`src/rtl/rv32i_types.sv`:
```
// Shared RV32I types used across the pipeline.
// Adds the fetch state encoding and the fetch buffer entry.
package rv32i_types;

    typedef logic [31:0] rv32i_word;

    typedef enum logic [1:0] {
        IDLE,
        WAIT,
        DISCARD
    } fetch_state_t;

    typedef struct packed {
        rv32i_word pc;
        rv32i_word inst;
    } fetch_entry_t;

    localparam int FETCH_DEPTH = 2;
    localparam rv32i_word PC_STEP = 32'd4;

endpackage

```
`src/rtl/fetch_fifo.sv`:
```
// Two-entry fetch buffer between instruction memory and decode.
// Head at entry 0; pop shifts entry 1 down; flush empties it.
module fetch_fifo
    import rv32i_types::*;
#(
    parameter int DEPTH = FETCH_DEPTH
) (
    input  logic         clk,
    input  logic         rst_n,
    input  logic         push,
    input  logic         pop,
    input  logic         flush,
    input  fetch_entry_t din,
    output fetch_entry_t head,
    output logic [1:0]   count
);

    fetch_entry_t ent [DEPTH];
    logic         wr_idx;

    // Slot for an incoming entry after any same-cycle pop.
    assign wr_idx = count[0] ^ pop;

    // Empty buffer presents zeros at the head.
    assign head = (count == 2'd0) ? '0 : ent[0];

    // Entry storage and occupancy; flush wins over push/pop.
    always_ff @(posedge clk or negedge rst_n) begin
        if (!rst_n) begin
            count <= 2'd0;
            for (int i = 0; i < DEPTH; i++) begin
                ent[i] <= '0;
            end
        end else if (flush) begin
            count <= 2'd0;
        end else begin
            if (pop) begin
                ent[0] <= ent[1];
            end
            if (push) begin
                ent[wr_idx] <= din;
            end
            count <= count + {1'b0, push} - {1'b0, pop};
        end
    end

endmodule

```
`src/rtl/fetch_unit.sv`:
```
// Instruction fetch: one outstanding request, 2-entry buffer.
// Define FETCH_BYPASS_EN to forward a response straight to decode.
module fetch_unit
    import rv32i_types::*;
#(
    parameter rv32i_word RESET_PC = 32'h00000060,
    parameter int        DEPTH    = FETCH_DEPTH
) (
    input  logic      clk,
    input  logic      rst_n,
    output logic      inst_read,
    output rv32i_word inst_addr,
    input  logic      inst_resp,
    input  rv32i_word inst_rdata,
    input  logic      redirect,
    input  rv32i_word redirect_pc,
    input  logic      stall,
    output logic      if_valid,
    output rv32i_word if_pc,
    output rv32i_word if_inst
);

    fetch_state_t state;
    rv32i_word    fetch_pc;
    rv32i_word    next_pc;
    rv32i_word    target_pc;
    fetch_entry_t head;
    fetch_entry_t din;
    logic [1:0]   count;
    logic [1:0]   post_cnt;
    logic         resp_ok;
    logic         bypass;
    logic         push;
    logic         pop;

    assign next_pc   = fetch_pc + PC_STEP;
    assign target_pc = redirect_pc & ~32'h3;
    assign resp_ok   = (state == WAIT) && inst_resp && !redirect;

`ifdef FETCH_BYPASS_EN
    assign bypass = resp_ok && (count == 2'd0) && !stall;
`else
    assign bypass = 1'b0;
`endif

    assign push     = resp_ok && !bypass;
    assign pop      = (count != 2'd0) && !stall;
    assign post_cnt = count + {1'b0, push} - {1'b0, pop};
    assign din      = '{pc: fetch_pc, inst: inst_rdata};

    fetch_fifo #(
        .DEPTH (DEPTH)
    ) u_fifo (
        .clk   (clk),
        .rst_n (rst_n),
        .push  (push),
        .pop   (pop),
        .flush (redirect),
        .din   (din),
        .head  (head),
        .count (count)
    );

    // Decode view: buffer head, or the live response when bypassing.
    always_comb begin
        if_valid = (count != 2'd0);
        if_pc    = head.pc;
        if_inst  = head.inst;
`ifdef FETCH_BYPASS_EN
        if (bypass) begin
            if_valid = 1'b1;
            if_pc    = fetch_pc;
            if_inst  = inst_rdata;
        end
`endif
    end

    // Request FSM with registered memory-side outputs.
    always_ff @(posedge clk or negedge rst_n) begin
        if (!rst_n) begin
            state     <= IDLE;
            fetch_pc  <= RESET_PC;
            inst_read <= 1'b0;
            inst_addr <= '0;
        end else begin
            unique case (state)
                IDLE: begin
                    if (redirect) begin
                        fetch_pc <= target_pc;
                    end else if (count < 2'd2) begin
                        state     <= WAIT;
                        inst_read <= 1'b1;
                        inst_addr <= fetch_pc;
                    end
                end
                WAIT: begin
                    if (redirect) begin
                        fetch_pc <= target_pc;
                        if (inst_resp) begin
                            state     <= IDLE;
                            inst_read <= 1'b0;
                        end else begin
                            state <= DISCARD;
                        end
                    end else if (inst_resp) begin
                        fetch_pc <= next_pc;
                        if (post_cnt < 2'd2) begin
                            inst_addr <= next_pc;
                        end else begin
                            state     <= IDLE;
                            inst_read <= 1'b0;
                        end
                    end
                end
                DISCARD: begin
                    if (redirect) begin
                        fetch_pc <= target_pc;
                    end
                    if (inst_resp) begin
                        state     <= IDLE;
                        inst_read <= 1'b0;
                    end
                end
                default: begin
                    state     <= IDLE;
                    inst_read <= 1'b0;
                end
            endcase
        end
    end

endmodule

```
`config.mk`:
```
export PLATFORM = sky130hd
export DESIGN_NAME = fetch_unit
export DESIGN_NICKNAME = d
export VERILOG_FILES = /design/src/rtl/rv32i_types.sv /design/src/rtl/fetch_fifo.sv /design/src/rtl/fetch_unit.sv
export SDC_FILE = /design/constraint.sdc
export NUM_CORES = 1
export LEC_CHECK = 0
export CORE_MARGIN = 2
export CORE_UTILIZATION = 60
export CTS_BUF_LIST = sky130_fd_sc_hd__clkbuf_4 sky130_fd_sc_hd__clkbuf_8
export DETAILED_ROUTE_END_ITERATION = 10
export DONT_BUFFER_PORTS = 1
export PLACE_DENSITY = 0.78
export SYNTH_ARGS = -nofsm -noshare
export SYNTH_HDL_FRONTEND = slang
export SYNTH_SLANG_ARGS = --single-unit
```
`constraint.sdc`:
```
create_clock -name clk -period 5 [get_ports clk]
set_input_delay 1.25 -clock clk [delete_from_list [all_inputs] [get_ports clk]]
set_output_delay 1.25 -clock clk [all_outputs]
set_load 0.01 [all_outputs]
```
==> run_results.csv <==
group,metric,value,unit
status,status,"completed",
layout,layout-drive-gt1-share,12.8,%
synth,syn_area,9540,um^2
worst_hold_path,hp-class,"input pin to asynchronous set/reset pin",
drt,drt_iter0_drc,655,
critical_path,cp.arrival,3.76,ns
global_route,grtUsageMet2,41.7,%
sta,fin_tns_setup,0,ns
drt,routedWlPerCell,18.3,um
place,place_congestion,0.906,
place,io_buffers,0,
global_route,grt_pass1_wl,33.2,mm
clocking,post_cts_buffers,0,
sta,fin_worst_skew,0.0117,ns
floorplanning,rows,46,
drt,drt-pass1-iter-count,5,
global_route,antenna_found_initial,0,
sta,max_slew_margin,23.6,%
drt,routed_wl,20.8,mm
synth,ys_seq_area_share,50.1,%
layout,n_antenna_cell,0,
global_route,busiest_layer,"met2",
sta,whs,0.476,ns
synth,synthCells,960,
drt,routed_via_density,5.96,
global_route,grt_max_degree,192,
run,cap_violations,0,
sta,period_minus_slack,3.38,ns
global_route,grtUsageTotal,25.1,%
pwr,p_per_area,597,nW/um^2
critical_path,critPathRequiredTime,5.37,ns
drt,drc,0,
critical_path,path_max_fanout,48,
synth,synth_common_cells,"dfrtp_1, nor2_1, a21oi_1",
pwr,p_leak,4.45,nW
floorplanning,die_area,16900,um^2
synth,synth.avg_cell_area,9.93,um^2
global_route,gr-usage-met3,5.41,%
critical_path,critPathCaptureType,"flip-flop",
clocking,clk_latency,0.46,ns
synth,synth_top_area_share,49.6,%
global_route,first_global_vias,6512,
floorplanning,ioPinCount,167,
drt,route.antenna.remaining_nets,0,
synth,ys_seq_elements,191,
synth,synthFlopType,"dfrtp_1",
floorplanning,dieHeight,130,um
sta,drv_slew,0,
floorplanning,core_area,15700,um^2
clocking,numCtsBuffers,17,
drt,vias,6768,
critical_path,criticalPathCategory,"input pin to flip-flop",
synth,yosys.area.top_type,"dfrtp_1",
synth,synth_most_common_cell,"dfrtp_1",
clocking,cts_hold_buf,0,
synth,synth_edf_count,0,
sta,fmax,296,MHz
clocking,cts-root-buf,"clkbuf_8",
layout,areaGrowthSynthToFinish,4.43,%
clocking,ctsResizeCount,0,
clocking,cts_tree,"built",
layout,nets,978,
synth,yosys-top-cells-area,"dfrtp_1, mux2_2, a21oi_1",
clocking,clock_path_buffers,2,
sta,setup_viol,0,
sta,tightest_slew,1.14,ns
critical_path,critical_path.startpoint_type,"input pin",
place,dp_hpwl,13.7,mm
global_route,overflow,0,
sta,hold_viol_final,0,
global_route,met1_usage,33.3,%
sta,finalCritPeriodShare,67.6,%
synth,synthArstFlopShare,100,%
pwr,ir_worst_vdd,627,uV
floorplanning,dieWidth,130,um
synth,ys_types,54,
clocking,clock-sinks,191,
sta,rsz0062_at_grt,"no",
floorplanning,initial_core_util,60.7,%
synth,ys_warn_count,0,
clocking,path_clk_slew,0.10,ns
clocking,h-tree-depth,4,
-- layout by cell type (no fill, tap or decap), types with 3 or more instances in the layout --
| master | instances |
|---|---|
| and4_1 | 3 |
| clkbuf_8 | 17 |
| and3_1 | 6 |
| and2_1 | 64 |
| a21oi_1 | 125 |
| or3_1 | 3 |
| nand2_1 | 37 |
| nor2b_1 | 5 |
| nand4_1 | 14 |
| xnor2_1 | 21 |
| a2bb2oi_1 | 3 |
| o22a_1 | 5 |
| ha_1 | 3 |
| buf_4 | 7 |
| mux2_2 | 64 |
| inv_8 | 3 |
| a211oi_1 | 4 |
| inv_6 | 5 |
| inv_1 | 10 |
| xor2_1 | 10 |
| nor2_1 | 134 |
| nor4_1 | 10 |
| a31oi_1 | 6 |
| o21ai_0 | 20 |
| mux2i_1 | 60 |
| clkinv_4 | 3 |
| o22ai_1 | 7 |
| nand3_1 | 24 |
| dfrtp_1 | 189 |
| nor3_1 | 17 |
-- metal layers --
layer / routed length (um) / up-vias
met5: 0 / -
met4: 358 / 0
met3: 1290 / 31
met2: 10500 / 194
met1: 8640 / 3332
li1: - / 3211
-- flip-flops by register name, summed over array words and instances (netlist names) --
name and count:
fetch_pc 30, inst_addr 30, inst_read 1, state 2, u_fifo.count 2, u_fifo.ent 126
-- power breakdown --
group	switching [W]	leakage, nW	internal (W)
Clock	0.000586	0.211	0.000463
Sequential	0.000592	2.25	0.00225
Combinational	0.00117	1.99	0.000890
-- path summary, 6_finish.rpt --
| check | from | to | slack, ns | cells after the start |
|---|---|---|---|---|
| setup / recovery | stall | inst_addr[18] | 1.62 | 11 |
| hold / removal | rst_n | inst_addr[2] | 0.48 | 0 |
| setup reg to reg | u_fifo.count[1] | inst_addr[18] | 1.66 | 12 |
| hold reg to reg | u_fifo.ent[96] | u_fifo.ent[96] | 0.51 | 1 |
| max in group asynchronous | rst_n | u_fifo.ent[124] | 4.23 | 0 |
| min in group clk | u_fifo.ent[96] | u_fifo.ent[96] | 0.51 | 1 |
-- metrics by stage --
stage | power, W | util (%) | std cells | area, um^2 | worst slack, ns
after floorplan | 0.00448 | - | 961 | 9540 | 1.73
after detailed placement | 0.00495 | 60.8 | 1103 | 9550 | 1.15
final | 0.00595 | 63.4 | 1135 | 9960 | 1.62
after global routing | 0.00642 | 63.4 | 1135 | 9960 | 1.29
after global placement | 0.00485 | 60.8 | 1103 | 9550 | 1.24
after CTS | 0.00600 | 63.4 | 1135 | 9960 | 1.64
-- cells by family (layout without fill, tap and decap cells) --
group / count (synthesis) / in the layout / share of synthesized area, %
flops: 191 / 191 / 50.1
fa+ha+maj: 3 / 3 / 0.394
simple gates: 328 / 328 / 17.0
other cells: 1 / 2 / 0.0393
mux: 124 / 124 / 13.9
compound gates: 189 / 189 / 11.2
xor+xnor: 31 / 31 / 2.85
buf+inv: 93 / 51 / 4.51
-- cell type report --
type,count,area (um^2)
fillers,1332,5750
flip-flops and latches,191,4780
multi-input cells,677,4370
well taps,216,270
clock buffers,17,234
clock inverters,15,174
repair buffers,9,92.6
inverters,10,37.5
-- critical path, cell delays in order --
cell,delay [ns]
nand2b_1,0.14
inv_1,0.06
ha_1,0.39
inv_1,0.07
ha_1,0.20
xnor2_1,0.47
nand4_1,0.23
o311ai_4,0.21
buf_4,0.49
nor2_1,0.08
a21oi_1,0.16
(Power assumes the default switching activity.)
==> RTL change 1, RTL diff (same settings) <==
Change the package constant `FETCH_DEPTH` from 2 to 4.
--- a/src/rtl/rv32i_types.sv
+++ b/src/rtl/rv32i_types.sv
@@ -15,7 +15,7 @@
         rv32i_word inst;
     } fetch_entry_t;
 
-    localparam int FETCH_DEPTH = 2;
+    localparam int FETCH_DEPTH = 4;
     localparam rv32i_word PC_STEP = 32'd4;
 
 endpackage
Behaviour: no difference found for any inputs over 4 cycles, from zero or initial values and one cycle with rst_n low; that may be too few to reach the edited logic, so the function may still have changed.
==> RTL change 1 against the original RTL <==
  * Sequential cell count stayed put
  * Synthesized area is 0.20% lower
  * Wire length is 2.0% lower
  * Cell area is 0.45% lower
  * Worst setup slack worse by 98 ps
  * First-iteration DRC count is 30% lower
Power is not compared: it rests on default switching activity, and its combinational part moved more than twofold at a synthesized area within 25%.
==> RTL change 1: results (changes against the original RTL) <==
register area share after synthesis=50.2% (+0.099 points); Root Buffer=clkbuf_8; PortBufs=0 (unchanged); Critical Path AT=2230 ps (-1530 ps); LEAKAGE=roughly 4.5 nW; # nets final=970 (-0.82%); max reg flops=126 (unchanged); DR iter-0 viols=459 (-30%); DR pass1 iterations=7 (+2); maximum fanout along the worst path=47 (-2.1%); global-route wire length before repair=32.1 mm (-3.2%); async set-reset flop share out of synthesis=100% (unchanged); Post-DP HPWL=13.5 mm (-1.2%); Area contributors post-synth=dfrtp_1, mux2_2, a21oi_1; Ant. Diodes=0 (unchanged); slew of the pin with the lowest slew margin=1080 ps (-63.8 ps); vias in the first global route=6111 (-6.2%); Tot GR Track Use=24.5% (-0.67 points); routed vias=6720 (-0.71%); layout cells sized above 1=13.3% (+0.44 points); status=finished, final reports clean; CP max-delay cell=dfrtp_1; Crit. Startpoint=u_fifo.count[1]; Distinct cells, synth=55 (+1.9%); clk_skew=12.5 ps (+0.802 ps); synth cell count leaders=dfrtp_1, a21oi_1, nor2_1; reg2reg start=state[0]; largest net degree at the start of global routing=192 (unchanged); Clk Latency, worst-skew pair=approximately 470 ps; maximum clock insertion buffer count=2 (unchanged); clk slew on worst S/H paths=90 ps; routability cong.=0.924 (+2.1%); total routed wirelength=20.3 mm (-2.0%)
-- RTL change 1: cell count changes after synthesis, moves of 4 or more --
cell	change
buf_2	-17
nor3_1	-8
xor2_1	-5
a211oi_1	-4
o22ai_1	+6
nor2_1	-14
clkbuf_1	+19
-- RTL change 1: worst reg2reg max path, cell delays in order (launching register included) --
cell,delay (ps)
dfrtp_1,630
nand2b_1,590
o32a_1,550
nor2_4,700
buf_12,400
nor2_1,140
a21oi_1,130
-- RTL change 1: layer usage --
layer,vias up,track usage (%),share of wire [%]
li1,3213,-,-
met1,3253,35.7,46
met5,-,0,0
met4,0,7.84,1.3
met2,231,35.6,44
met3,23,7.05,8.3
-- RTL change 1: cells by family (layout without fill, tap and decap cells) --
family	after synthesis	after routing	share of synthesized area, %
and+or+nand+nor	318	318	16.8
xor gates and xnor gates	28	28	2.58
muxes	125	125	14.0
adders and majority gates	2	2	0.263
DFF	191	191	50.2
buffers and inverters	94	49	4.35
other	1	2	0.0394
AOI/OAI and AO/OA	196	196	11.7
-- RTL change 1: metrics by stage --
| stage | area (um^2) | util, % | power (mW) | setup WS [ps] | instances |
|---|---|---|---|---|---|
| after floorplan | 9520 | - | 2.57 | 1790 | 956 |
| after global placement | 9530 | 60.7 | 2.67 | 1410 | 1096 |
| after detailed placement | 9530 | 60.7 | 2.71 | 1290 | 1096 |
| after CTS | 9910 | 63.1 | 3.70 | 1450 | 1127 |
| after global routing | 9910 | 63.1 | 3.89 | 1290 | 1127 |
| final | 9910 | 63.1 | 3.67 | 1520 | 1127 |
-- RTL change 1: report_power, final --
| group | switching, mW | total (mW) | internal (mW) |
|---|---|---|---|
| Sequential | 0.269 | 2.10 | 1.83 |
| Combinational | 0.310 | 0.582 | 0.272 |
| Clock | 0.519 | 0.989 | 0.470 |
-- RTL change 1: worst paths after layout --
check | endpoint | slack (ps) | depth (start not counted)
max reg2reg | u_fifo.ent[234] | 1790 | 6
max | if_pc[21] | 1520 | 4
max in group asynchronous | fetch_pc[5] | 4190 | 0
min in group clk | u_fifo.ent[178] | 510 | 1
min | u_fifo.ent[201] | 460 | 0
min reg2reg | u_fifo.ent[178] | 510 | 1
-- RTL change 1: cell type report --
cell class                      instances  area (um^2)
Inverter                                7         26.3
Timing Repair Buffer                   11         95.1
Multi-Input combinational cell        671         4360
Clock buffer                           21          270
Tap cell                              216          270
Fill cell                            1318         5800
Clock inverter                         10          113
Sequential cell                       191         4780
==> RTL change 2, RTL diff (same settings) <==
Without the edit above. Make the reset (`rst_n`) synchronous in 2 clocked blocks.
--- a/src/rtl/fetch_fifo.sv
+++ b/src/rtl/fetch_fifo.sv
@@ -25,7 +25,7 @@
     assign head = (count == 2'd0) ? '0 : ent[0];
 
     // Entry storage and occupancy; flush wins over push/pop.
-    always_ff @(posedge clk or negedge rst_n) begin
+    always_ff @(posedge clk) begin
         if (!rst_n) begin
             count <= 2'd0;
             for (int i = 0; i < DEPTH; i++) begin
--- a/src/rtl/fetch_unit.sv
+++ b/src/rtl/fetch_unit.sv
@@ -76,7 +76,7 @@
     end
 
     // Request FSM with registered memory-side outputs.
-    always_ff @(posedge clk or negedge rst_n) begin
+    always_ff @(posedge clk) begin
         if (!rst_n) begin
             state     <= IDLE;
             fetch_pc  <= RESET_PC;
Behaviour: differs if rst_n is asserted again (counterexample within 4 cycles, from zero or initial values and one cycle with rst_n low); with rst_n held inactive, the same outputs for 4 cycles.
==> RTL change 2 against the original RTL <==
  * Count of clock-buffer cells in the layout grew 1
  * Cell area shrank 1.7%
  * Synthesized cell count grew 3.9%
  * Die area shrank 0.34%
  * Via count grew 2.6%
  * First-iteration DRC count shrank 2.6%
  * Wire length grew 1.4%
  * Clock skew grew 0.92 ps
  * Worst setup slack lost 350 ps
  * Sequential cell count shrank 1
  * Synthesized area shrank 0.34%
  * Critical path type is now reg -> reg
Power is not compared: it rests on default switching activity, and its combinational part moved more than twofold at a synthesized area within 25%.
==> RTL change 2: results (changes against the original RTL) <==
status=finished, final reports clean; FILL cells=1291 (-3.1%); Cells after Synth=997 (+3.9%); wire length on met2=9.78 mm (-6.5%); Area contributors post-synth=edfxtp_1, dfxtp_1, nand2_1; layout cells sized above 1=6.99% (-5.8 points); DR iter-0 viols=638 (-2.6%); Ant. Diodes=0 (unchanged); register area share after synthesis=53.2% (+3.0 points); PortBufs=0 (unchanged); Top Registers=u_fifo.ent: 125 flops, fetch_pc: 30 flops, inst_addr: 30 flops; clk_skew=12.7 ps (+0.923 ps); Critical Path AT=4100 ps (+340 ps); Vias/cell=5.99 (+0.40%); EDFF count, synth=125 (+125); Distinct cells, synth=70 (+30%); async set-reset flop share out of synthesis=0% (-100 points); met3 WL post-DR=2.09 mm (+61%); routability cong.=0.911 (+0.59%); complex-gate fraction of the synthesized area=11.4% (+0.14 points); Post-DP HPWL=13.7 mm (+0.34%); largest net degree at the start of global routing=68 (-65%); grt met2 use=38.6% (-3.1 points); slew of the pin with the lowest slew margin=1000 ps (-143 ps); met3 GRT Util=6.72% (+1.3 points); adder-cell share of the synthesized area=0.395% (+0.0013 points); uppermost layer routed=met4; mux share of post-synthesis cell area=0.421% (-13 points); CP max-delay cell=dfxtp_1; Worst path max stage delay=580 ps (+90 ps); global-route wire length before repair=33.1 mm (-0.17%); DR pass1 iterations=5 (unchanged); synth cell count leaders=nand2_1, edfxtp_1, nand3_1; Placed Area=9410 um^2 (-1.5%); dpl cells=1128 (+2.3%); GRT met1 Usage=35.4% (+2.2 points); Logic pwr share=around 7.7%; vias in the first global route=6272 (-3.7%); drt wl/cell=18.1 um (-0.83%); Tot GR Track Use=25.2% (+0.11 points); Main synth FF type=edfxtp_1; H-tree depth=4 (unchanged); CP delay by family, top=compound AO/OA/AOI/OAI gates; Hold Crit Class=reg -> reg; maximum fanout along the worst path=60 (+25%); routed metal-1 wire length=8.87 mm (+2.6%); Post-Place Worst Slack=824 ps (-325 ps); LEAKAGE=3.46 nW; total routed wirelength=21.0 mm (+1.4%); Clk Latency, worst-skew pair=between 400 and 500 ps; post-synthesis xor/xnor area fraction=2.30% (-0.54 points)
RTL change 2: final timing paths:
path                                     endpoint         startpoint  cells after the start  slack (ps)
worst max-delay path                inst_addr[29]           state[1]                     12        1270
worst min-delay path            u_fifo.ent[0][23]  u_fifo.ent[1][23]                      2         540
worst max register to register      inst_addr[29]           state[1]                     12        1270
worst min register to register  u_fifo.ent[0][23]  u_fifo.ent[1][23]                      2         540
RTL change 2: logic make-up (layout without fill, tap and decap cells):
kind of cell,count (synthesis),in the layout
buf+inv,115,60
xor+xnor,25,25
flops,190,190
simple gates,487,487
compound gates,172,172
other cells,1,3
mux,4,4
fa+ha+maj,3,3
RTL change 2: cell type report:
type / instances / area, um^2 / share of cell area (%)
Tap cell: 216 / 270 / 2.76
Multi-Input combinational cell: 694 / 3920 / 40.0
Clock inverter: 14 / 144 / 1.47
Clock buffer: 18 / 241 / 2.47
Timing Repair Buffer: 17 / 128 / 1.30
Inverter: 11 / 41.3 / 0.422
Sequential cell: 190 / 5050 / 51.6
